$ cat src/rtl/game_pkg.sv
// Court geometry, score limits and the game FSM encoding shared by the shot
// sequencer, the kinematic datapath and the VGA renderer.
package game_pkg;

   localparam logic [9:0] HD          = 10'd640;
   localparam logic [9:0] VD          = 10'd480;
   localparam logic [9:0] BALL_RADIUS = 10'd4;
   localparam logic [9:0] HOOP_X_L    = 10'd610;
   localparam logic [9:0] HOOP_X_R    = 10'd630;
   localparam logic [9:0] HOOP_Y_T    = 10'd155;
   localparam logic [9:0] HOOP_Y_B    = 10'd159;
   localparam logic [9:0] BOARD_X_L   = 10'd631;
   localparam logic [9:0] BOARD_X_R   = 10'd635;
   localparam logic [9:0] BOARD_Y_T   = 10'd110;
   localparam logic [9:0] BOARD_Y_B   = 10'd159;

   // Ball centre limits at which it has hit the floor or the right edge.
   localparam logic [9:0] FLOOR_Y = VD - 10'd1 - BALL_RADIUS;
   localparam logic [9:0] WALL_X  = HD - 10'd1;

   localparam logic [6:0] SCORE_MAX = 7'd99;

   typedef enum logic [1:0] {
      ST_IDLE   = 2'd0,
      ST_AIM    = 2'd1,
      ST_FLIGHT = 2'd2,
      ST_RESULT = 2'd3
   } game_state_t;

   function automatic logic [6:0] sat_inc(input logic [6:0] v);
      return (v >= SCORE_MAX) ? SCORE_MAX : v + 7'd1;
   endfunction

endpackage

$ cat src/rtl/tick_gen.sv
// Free-running divider producing a registered one-cycle strobe every
// CLK_HZ/TICK_HZ clocks; the strobe is high on the cycle the counter wraps.
module tick_gen #(
   parameter int CLK_HZ  = 100_000_000,
   parameter int TICK_HZ = 100
) (
   input  logic clk,
   input  logic rst,
   output logic tick
);

   localparam int DIV = CLK_HZ / TICK_HZ;
   localparam int CW  = (DIV > 1) ? $clog2(DIV) : 1;
   localparam logic [CW-1:0] LAST = CW'(DIV - 1);

   logic [CW-1:0] cnt;

   always_ff @(posedge clk or posedge rst) begin
      if (rst) begin
         cnt  <= '0;
         tick <= 1'b0;
      end else if (cnt == LAST) begin
         cnt  <= '0;
         tick <= 1'b1;
      end else begin
         cnt  <= cnt + CW'(1);
         tick <= 1'b0;
      end
   end

endmodule

$ cat src/rtl/shot_controller.sv
// Game-flow sequencer: aim -> flight -> result, drives kinematic's released
// and reset inputs, judges make/miss on physics ticks and keeps the tallies.
module shot_controller
   import game_pkg::*;
#(
   parameter int CLK_HZ           = 100_000_000,
   parameter int TICK_HZ          = 100,
   parameter int AIM_MIN_TICKS    = 20,
   parameter int FLIGHT_MAX_TICKS = 500,
   parameter int RESULT_TICKS     = 100
) (
   input  logic       clk,
   input  logic       rst,
   input  logic       shoot,
   input  logic [9:0] ball_x,
   input  logic [9:0] ball_y,
   output logic       tick,
   output logic       released,
   output logic       phys_rst,
   output logic       made,
   output logic       missed,
   output logic [6:0] score,
   output logic [6:0] shots,
   output logic [1:0] state
);

   localparam int TW = 16;
   localparam logic [TW-1:0] AIM_MIN     = TW'(AIM_MIN_TICKS);
   localparam logic [TW-1:0] FLIGHT_LAST = TW'(FLIGHT_MAX_TICKS - 1);
   localparam logic [TW-1:0] RESULT_LAST = TW'(RESULT_TICKS - 1);

   game_state_t   state_q, state_d;
   logic [TW-1:0] tcnt_q, tcnt_d;
   logic [9:0]    prev_y_q, prev_y_d;
   logic          released_q, released_d;
   logic          phys_rst_q, phys_rst_d;
   logic          made_q, made_d;
   logic          missed_q, missed_d;
   logic [6:0]    score_q, score_d;
   logic [6:0]    shots_q, shots_d;
   logic          hit, out_of_play;

   tick_gen #(
      .CLK_HZ  (CLK_HZ),
      .TICK_HZ (TICK_HZ)
   ) u_tick_gen (
      .clk  (clk),
      .rst  (rst),
      .tick (tick)
   );

   // A make is a downward crossing of the rim line inside the hoop span.
   assign hit = (prev_y_q < HOOP_Y_T) && (ball_y >= HOOP_Y_T) &&
                (ball_x >= HOOP_X_L) && (ball_x <= HOOP_X_R);
   assign out_of_play = (ball_y >= FLOOR_Y) || (ball_x >= WALL_X) ||
                        (tcnt_q == FLIGHT_LAST);

   // shoot is a single-cycle pulse with no back-pressure: it is acted on
   // only in IDLE and in AIM once the minimum aim time has elapsed.
   always_comb begin
      state_d    = state_q;
      tcnt_d     = tcnt_q;
      prev_y_d   = prev_y_q;
      released_d = released_q;
      phys_rst_d = 1'b0;
      made_d     = 1'b0;
      missed_d   = 1'b0;
      score_d    = score_q;
      shots_d    = shots_q;
      case (state_q)
         ST_IDLE: begin
            tcnt_d     = '0;
            released_d = 1'b0;
            if (shoot) state_d = ST_AIM;
         end
         ST_AIM: begin
            released_d = 1'b0;
            if (shoot && (tcnt_q >= AIM_MIN)) begin
               state_d    = ST_FLIGHT;
               released_d = 1'b1;
               shots_d    = sat_inc(shots_q);
               tcnt_d     = '0;
               prev_y_d   = ball_y;
            end else if (tick && (tcnt_q < AIM_MIN)) begin
               tcnt_d = tcnt_q + TW'(1);
            end
         end
         ST_FLIGHT: begin
            released_d = 1'b1;
            if (tick) begin
               if (hit) begin
                  made_d  = 1'b1;
                  score_d = sat_inc(score_q);
                  state_d = ST_RESULT;
                  tcnt_d  = '0;
               end else if (out_of_play) begin
                  missed_d = 1'b1;
                  state_d  = ST_RESULT;
                  tcnt_d   = '0;
               end else begin
                  prev_y_d = ball_y;
                  tcnt_d   = tcnt_q + TW'(1);
               end
            end
         end
         ST_RESULT: begin
            if (tick) begin
               if (tcnt_q == RESULT_LAST) begin
                  state_d    = ST_IDLE;
                  phys_rst_d = 1'b1;
                  released_d = 1'b0;
                  tcnt_d     = '0;
               end else begin
                  tcnt_d = tcnt_q + TW'(1);
               end
            end
         end
         default: state_d = ST_IDLE;
      endcase
   end

   always_ff @(posedge clk or posedge rst) begin
      if (rst) begin
         state_q    <= ST_IDLE;
         tcnt_q     <= '0;
         prev_y_q   <= '0;
         released_q <= 1'b0;
         phys_rst_q <= 1'b0;
         made_q     <= 1'b0;
         missed_q   <= 1'b0;
         score_q    <= '0;
         shots_q    <= '0;
      end else begin
         state_q    <= state_d;
         tcnt_q     <= tcnt_d;
         prev_y_q   <= prev_y_d;
         released_q <= released_d;
         phys_rst_q <= phys_rst_d;
         made_q     <= made_d;
         missed_q   <= missed_d;
         score_q    <= score_d;
         shots_q    <= shots_d;
      end
   end

   assign released = released_q;
   assign phys_rst = phys_rst_q;
   assign made     = made_q;
   assign missed   = missed_q;
   assign score    = score_q;
   assign shots    = shots_q;
   assign state    = state_q;

endmodule

$ cat config.mk
export PLATFORM = sky130hd
export DESIGN_NAME = shot_controller
export DESIGN_NICKNAME = d
export VERILOG_FILES = /design/src/rtl/game_pkg.sv /design/src/rtl/tick_gen.sv /design/src/rtl/shot_controller.sv
export SDC_FILE = /design/constraint.sdc
export NUM_CORES = 1
export LEC_CHECK = 0
export BUFFER_PORTS_ARGS = -buffer_cell sky130_fd_sc_hd__buf_4
export CORE_AREA = 2 2 90 92
export CTS_CLUSTER_SIZE = 30
export DETAILED_ROUTE_END_ITERATION = 8
export DIE_AREA = 0 0 92 94
export PLACE_DENSITY = 0.68
export SYNTH_ARGS = -nofsm -noshare
export SYNTH_HDL_FRONTEND = slang
export SYNTH_SLANG_ARGS = --single-unit
$ cat constraint.sdc
create_clock -name clk -period 3.7 [get_ports clk]
set_input_delay 0.555 -clock clk [delete_from_list [all_inputs] [get_ports clk]]
set_output_delay 0.555 -clock clk [all_outputs]
set_load 0.05 [all_outputs]
* Yosys cells after proc, flatten, opt, wreduce, memory -nomap -nowiden *
Cells that the tools add are included.

word-level totals
  bits in writable memories = 0
  latch bits = 0
  logic and storage cells = 94
  memories kept = 0
  bits in read-only memories = 0
  register bits after elaboration = 67

cells by class
  multipliers = 0
  equality and inequality tests = 15
  shifts and indexed selects = 0
  add/sub/neg operators = 4
  reductions and logical operators = 15
  bitwise operators = 0
  div/mod/pow operators = 0
  multiplexer cells = 39
  order comparisons = 10

operators by type and width
  kind                     count
  $mux W16                 7
  $pmux W16 S4             1
  $mux W10                 4
  $add A20 B1 Y20 const B  1
  $eq A20 B20 Y1 const B   1
  $ge A10 B10 Y1 const B   2
  $mux W20                 1
  $pmux W10 S2             1
  $add A16 B1 Y16 const B  1
  $eq A16 B7 Y1 const B    1
  $eq A16 B9 Y1 const B    1
  $ge A16 B5 Y1 const B    1
  $lt A16 B5 Y1 const B    1
  $add A7 B1 Y7 const B    2
  $ge A7 B7 Y1 const B     2
  $mux W1                  14
  $mux W2                  7
  $mux W7                  2
  $ge A10 B8 Y1 const B    1
  $ge A10 B9 Y1 const B    1
  $le A10 B10 Y1 const B   1
  $lt A10 B8 Y1 const B    1
  $ne A2 B2 Y1 const B     5
  $pmux W2 S4              1
  other kinds (13)         23

* Longest topological paths before layout *
  word-level depth = 7
  mapped depth = 9
  mapped depth without buffers = 8

* By module *
From an unflattened synthesis, not the netlist that was laid out.

second synthesis, totals
  cells, all modules = 394
  area total of the unflattened synthesis = 3,746.1 µm²

modules (own cells, without submodules)
  module           area each (µm²)  times used  cells each
  shot_controller  2,678.8          1           294
  tick_gen         1,067.3          1           100

* Worst setup path after synthesis *
No wires, ideal clock.

  path kind = flip-flop to flip-flop
  start = register state_q[0] (netlist: state[0])
  end = register tcnt_q[10]
  cell stages (with the launch flop) = 10
  path buffers = 1
  data arrival time = 2.237 ns
  data required time = 3.613 ns
  setup time = 0.087 ns
  slack = 1.376 ns
  clock period less this slack = 2.324 ns
  cells stage by stage = dfrtp_1 -> inv_1 -> ha_1 -> nor2_1 -> nor2_1 -> a311o_1 -> buf_2 -> nor3_1 -> o211ai_1 -> o211ai_1

between the ends
  longest elaborated chain between the ends = 3
  elaborated cells on any way between the ends = 9

ends and longest elaborated chain
  element                                                 line                    RTL
  start, declared                                         shot_controller.sv:32   game_state_t state_q, state_d;
  start signal, assigned                                  shot_controller.sv:134  state_q <= state_d;
  $eq A2 B1 Y1 or $eq A2 B2 Y1 (tied branches)            shot_controller.sv:70   case (state_q)
  $ne A3 B3 Y1 (no line) or $ne A2 B1 Y1 (tied branches)  --
  $reduce_and A3 Y1 (no line)                             --
  end signal, assigned                                    shot_controller.sv:135  tcnt_q <= tcnt_d;
  end, declared                                           shot_controller.sv:33   logic [TW-1:0] tcnt_q, tcnt_d;

Parallel ways exist; a longest one is shown, timed or not.
A chain may end at the register's enable or synchronous reset.

* Final worst setup path *
  start = register tcnt_q[13]
  end = register tcnt_q[14]

between the ends
  longest elaborated chain between the ends = 6
  elaborated cells on any way between the ends = 18

ends and longest elaborated chain
  element
  branches (longest 6 deep; another with $add A16 B1 Y16)

Several ways; the timed one is not identified. The select of a mux whose other input is x is not followed.

==> impl_results.html <==
<table>
<tr><th>Metric</th><th>Value</th></tr>
<tr><th colspan="2">Floorplan</th></tr>
<tr><td>Die Span Y</td><td>94 µm</td></tr>
<tr><td>Die Outline Area</td><td>8648 µm²</td></tr>
<tr><td>Starting density of the core</td><td>48.67%</td></tr>
<tr><td>Rows</td><td>32</td></tr>
<tr><td>Die width</td><td>92 µm</td></tr>
<tr><td>I/O pins</td><td>44</td></tr>
<tr><td>Placeable core region</td><td>7607 µm²</td></tr>
<tr><th colspan="2">Timing</th></tr>
<tr><td>Slew HR</td><td>52.61%</td></tr>
<tr><td>Post-route minimum period</td><td>2.529 ns</td></tr>
<tr><td>Setup slack of the critical path after layout</td><td>1.171 ns</td></tr>
<tr><td>Final setup TNS</td><td>0 ns</td></tr>
<tr><td>Fin crit share</td><td>68.35%</td></tr>
<tr><td>Final hold violations</td><td>0</td></tr>
<tr><td>Unrepaired setup endpoints after global routing</td><td>no</td></tr>
<tr><td>WHS</td><td>0.3142 ns</td></tr>
<tr><td>Number of max-slew violations in the final report</td><td>0</td></tr>
<tr><td>Fin Clk Skew</td><td>0.008681 ns</td></tr>
<tr><td>Peak clock frequency supported by timing</td><td>0.3954 GHz</td></tr>
<tr><td>Pin slew with the least headroom to its limit</td><td>0.7082 ns</td></tr>
<tr><td>Total of endpoints with negative setup slack in the final report</td><td>0</td></tr>
<tr><th colspan="2">Clocking</th></tr>
<tr><td>Clock tree from TritonCTS</td><td>yes</td></tr>
<tr><td>Clock Sink Count</td><td>67</td></tr>
<tr><td>Cell at the root of the clock tree</td><td>clkbuf_8</td></tr>
<tr><td>Number of resized instances in the post-cts repair step</td><td>0</td></tr>
<tr><td>Number of H-tree branching levels</td><td>3</td></tr>
<tr><td>Num CTS Buffers</td><td>9</td></tr>
<tr><td>Post-CTS setup buffer count</td><td>0</td></tr>
<tr><td>Clk Latency, worst-skew pair</td><td>0.34 ns</td></tr>
<tr><td>Number of buffers on the longest clock path</td><td>2</td></tr>
<tr><td>Hold-fix buffers at CTS</td><td>0</td></tr>
<tr><td>Clock-pin slew of the registers on the worst-case setup and hold paths</td><td>0.07 ns</td></tr>
<tr><th colspan="2">Final layout</th></tr>
<tr><td>Signed area change from the synthesized netlist to the final layout</td><td>15.82%</td></tr>
<tr><td>Final design area excluding fillers</td><td>4288 µm²</td></tr>
<tr><td>Fraction of layout cells with a size suffix above 1</td><td>19.68%</td></tr>
<tr><td>Antenna diode instance count</td><td>0</td></tr>
<tr><td>Final standard cell utilization of the core</td><td>56.37%</td></tr>
<tr><td>Fin nets</td><td>464</td></tr>
<tr><td>Final cell count without fillers</td><td>539</td></tr>
<tr><th colspan="2">Logic synthesis</th></tr>
<tr><td>Area fraction in compound gates after synthesis</td><td>15.75%</td></tr>
<tr><td>Post-synth EDFFs</td><td>0</td></tr>
<tr><td>Synth Area per Inst</td><td>9.567 µm²</td></tr>
<tr><td>Synth Warn #</td><td>0</td></tr>
<tr><td>Number of synthesized register bits</td><td>67</td></tr>
<tr><td>Share of flip-flops with an asynchronous set or reset after synthesis</td><td>100.0%</td></tr>
<tr><td>Fraction of synthesized area in multiplexers</td><td>3.886%</td></tr>
<tr><td>Share of synthesized cell area in and, or, nand and nor gates</td><td>24.23%</td></tr>
<tr><td>Summed instance area of the synthesized netlist</td><td>3702 µm²</td></tr>
<tr><td>Share of the synthesized netlist area taken by xor and xnor gates</td><td>4.258%</td></tr>
<tr><td>Largest family of logic cells by synthesized area</td><td>simple AND/OR/NAND/NOR gates</td></tr>
<tr><td>Number of instances in the synthesized netlist</td><td>387</td></tr>
<tr><td>Netlist cell types</td><td>59</td></tr>
<tr><td>Mapped Nets</td><td>419</td></tr>
<tr><td>Adder-Cell Fraction of Synth Area</td><td>3.042%</td></tr>
<tr><td>Predominant post-synthesis flop cell</td><td>dfrtp_1</td></tr>
<tr><td>Fraction of the yosys area taken by sequential cells</td><td>45.29%</td></tr>
<tr><th colspan="2">Global route</th></tr>
<tr><td>Maximum number of pins on one net before global-route repair</td><td>38</td></tr>
<tr><td>Total global routing overflow</td><td>0</td></tr>
<tr><td>Antenna violations before repair</td><td>0</td></tr>
<tr><td>GRT Util Overall</td><td>19.35%</td></tr>
<tr><td>Wire length of the first global-routing pass</td><td>13,340 µm</td></tr>
<tr><td>Vias in the first global route</td><td>2,863</td></tr>
<tr><th colspan="2">Detailed routing</th></tr>
<tr><td>Average vias per placed instance</td><td>5.616</td></tr>
<tr><td>Antenna-violating nets left</td><td>0</td></tr>
<tr><td>Detailed-route wire length</td><td>7838 µm</td></tr>
<tr><td>Residual DRC count</td><td>0</td></tr>
<tr><td>Vias</td><td>3,027</td></tr>
<tr><td>Detailed-router iteration count before antenna repair</td><td>4</td></tr>
<tr><td>Initial DRC count</td><td>136</td></tr>
<tr><td>Routed wirelength normalized by instance count</td><td>14.54 µm</td></tr>
<tr><th colspan="2">Power</th></tr>
<tr><td>Cell Pwr Density</td><td>502.1 nW/µm²</td></tr>
<tr><td>Overall Power</td><td>2.153 mW</td></tr>
<tr><td>Worst-case vdd ir drop</td><td>196.2 µV</td></tr>
<tr><td>Leakage power</td><td>1.880 nW</td></tr>
<tr><th colspan="2">Worst setup path</th></tr>
<tr><td>Kind of capture point of the worst setup path</td><td>register</td></tr>
<tr><td>Critical path's top delay family</td><td>compound AO/OA/AOI/OAI gates</td></tr>
<tr><td>Critical path's largest stage delay</td><td>0.45 ns</td></tr>
<tr><td>Required time worst endpoint</td><td>3.89 ns</td></tr>
<tr><td>Sequence of cells on the critical path</td><td>nor3_1 &gt; nand4_1 &gt; o211ai_2 &gt; a211oi_4 &gt; buf_4 &gt; o21ai_0 &gt; o221ai_1</td></tr>
<tr><td>Critical path start-end classification</td><td>register to register</td></tr>
<tr><td>Startpoint of the most critical register-to-register path</td><td>tcnt_q[13]</td></tr>
<tr><td>Buffers and inverters on the worst path</td><td>1</td></tr>
<tr><td>Arr. time, crit path</td><td>2.72 ns</td></tr>
<tr><td>CP Launch Type</td><td>register</td></tr>
<tr><td>Worst-case register-to-register setup slack</td><td>1.17 ns</td></tr>
<tr><td>Library cell contributing the largest single delay on the critical path</td><td>dfrtp_1</td></tr>
<tr><td>Crit-path max FO</td><td>15</td></tr>
<tr><td>Number of cells on the worst reg-to-reg path</td><td>7</td></tr>
<tr><td>Worst reg2reg path endpoint</td><td>tcnt_q[14]</td></tr>
<tr><th colspan="2">Worst hold path</th></tr>
<tr><td>Hold crit path type</td><td>primary input to asynchronous set/reset pin</td></tr>
<tr><th colspan="2">Placement</th></tr>
<tr><td>Half-perimeter wire length after detailed placement</td><td>5409 µm</td></tr>
<tr><td>Gp weighted congestion</td><td>0.8398</td></tr>
<tr><td>Worst Setup Slack post-DPL</td><td>0.9825 ns</td></tr>
<tr><td>Placement-stage cell area</td><td>4115 µm²</td></tr>
<tr><td>Number of buffers added on ports</td><td>43</td></tr>
<tr><td>Total placed cells including tap cells</td><td>523</td></tr>
<tr><th colspan="2">Status</th></tr>
<tr><td>Result of the run</td><td>finished, final reports clean</td></tr>
<tr><th colspan="2">Job</th></tr>
<tr><td>Max Cap Violations</td><td>0</td></tr>
</table>
==> report_power, final <==
part           internal (mW)  switching (mW)
sequential             0.816          0.0678
combinational          0.270           0.446
clock                  0.279           0.274
==> worst max-delay path by stage <==
stage	slack (ns)	cells past startpoint	from	endpoint
2_1_floorplan	1.38	9	state[0]	tcnt_q[10]
3_3_place_gp	1.11	8	ball_x[5]	tcnt_q[14]
3_5_place_dp	0.98	8	ball_x[5]	tcnt_q[14]
4_1_cts	1.17	7	tcnt_q[11]	tcnt_q[14]
5_1_grt	1.0	7	tcnt_q[11]	tcnt_q[14]
6_report	1.17	7	tcnt_q[13]	tcnt_q[14]
==> worst register-to-register path: stages (launching register included) <==
cell,delay (ns)
dfrtp_1,0.45
nor3_1,0.44
nand4_1,0.26
o211ai_2,0.33
a211oi_4,0.07
buf_4,0.22
o21ai_0,0.44
o221ai_1,0.19
==> area by class of cell <==
cell class	instances	area, µm²
Fill cell	686	3319
Timing Repair Buffer	46	345.3
Sequential cell	67	1677
Clock buffer	14	162.7
Clock inverter	2	10.01
Inverter	19	71.32
Multi-Input combinational cell	289	1894
Tap cell	102	127.6
==> synth_stat cells, types with 8 or more instances <==
library cell,count,area share (%)
xor2_1,9,2.1
xnor2_1,9,2.1
ha_1,9,3.0
inv_1,19,1.9
nor3_1,14,1.9
a21oi_1,9,1.2
mux2_2,10,3.0
nand3_1,29,3.9
nand4_1,8,1.4
nand2_1,45,4.6
o21ai_0,24,3.2
nor2_1,29,2.9
dfrtp_1,67,45
nor4_1,8,1.4
==> layout by cell type (no fill, tap or decap), types with 2 or more instances in the layout <==
cell type and instances:
and4_1 4, xor2_1 9, a21oi_1 9, xnor2_1 9
mux2_2 10, nor3_1 14, nand3_1 29, mux2i_1 2
o21ai_0 24, inv_1 18, o2111ai_1 4, clkinv_2 2
nor2_1 29, o21ai_1 3, nand2_1 45, nand4_1 8
ha_1 9, dfrtp_1 67, nand2b_1 3, nor3b_1 3
a31oi_1 2, clkbuf_8 11, and3_1 6, nor4_1 8
a2111oi_4 2, o31ai_1 3, clkbuf_1 3, and2_1 4
o211ai_1 7, nor2b_1 4, buf_4 46, nor4b_1 3
or2_2 4, o221ai_1 7
==> sequential cells by signal (all words and copies together) (netlist names) <==
signal,cells
missed,1
u_tick_gen.tick,1
u_tick_gen.cnt,20
released,1
state,2
phys_rst,1
made,1
tcnt_q,16
score,7
prev_y_q,10
shots,7
==> kinds of logic after synthesis <==
group | count (synthesis)
AOI/OAI and AO/OA | 77
xor gates and xnor gates | 18
adders and majority gates | 9
buffers and inverters | 31
DFF | 67
muxes | 13
and+or+nand+nor | 172
==> routing by layer <==
layer,vias to the layer above,share of wire (%),track usage [%]
li1,1496,-,-
met1,1446,49,27.54
met2,75,45,28.86
met3,10,4.5,3.852
met4,0,1.7,8.209
met5,-,0,0
(Power assumes the default switching activity.)
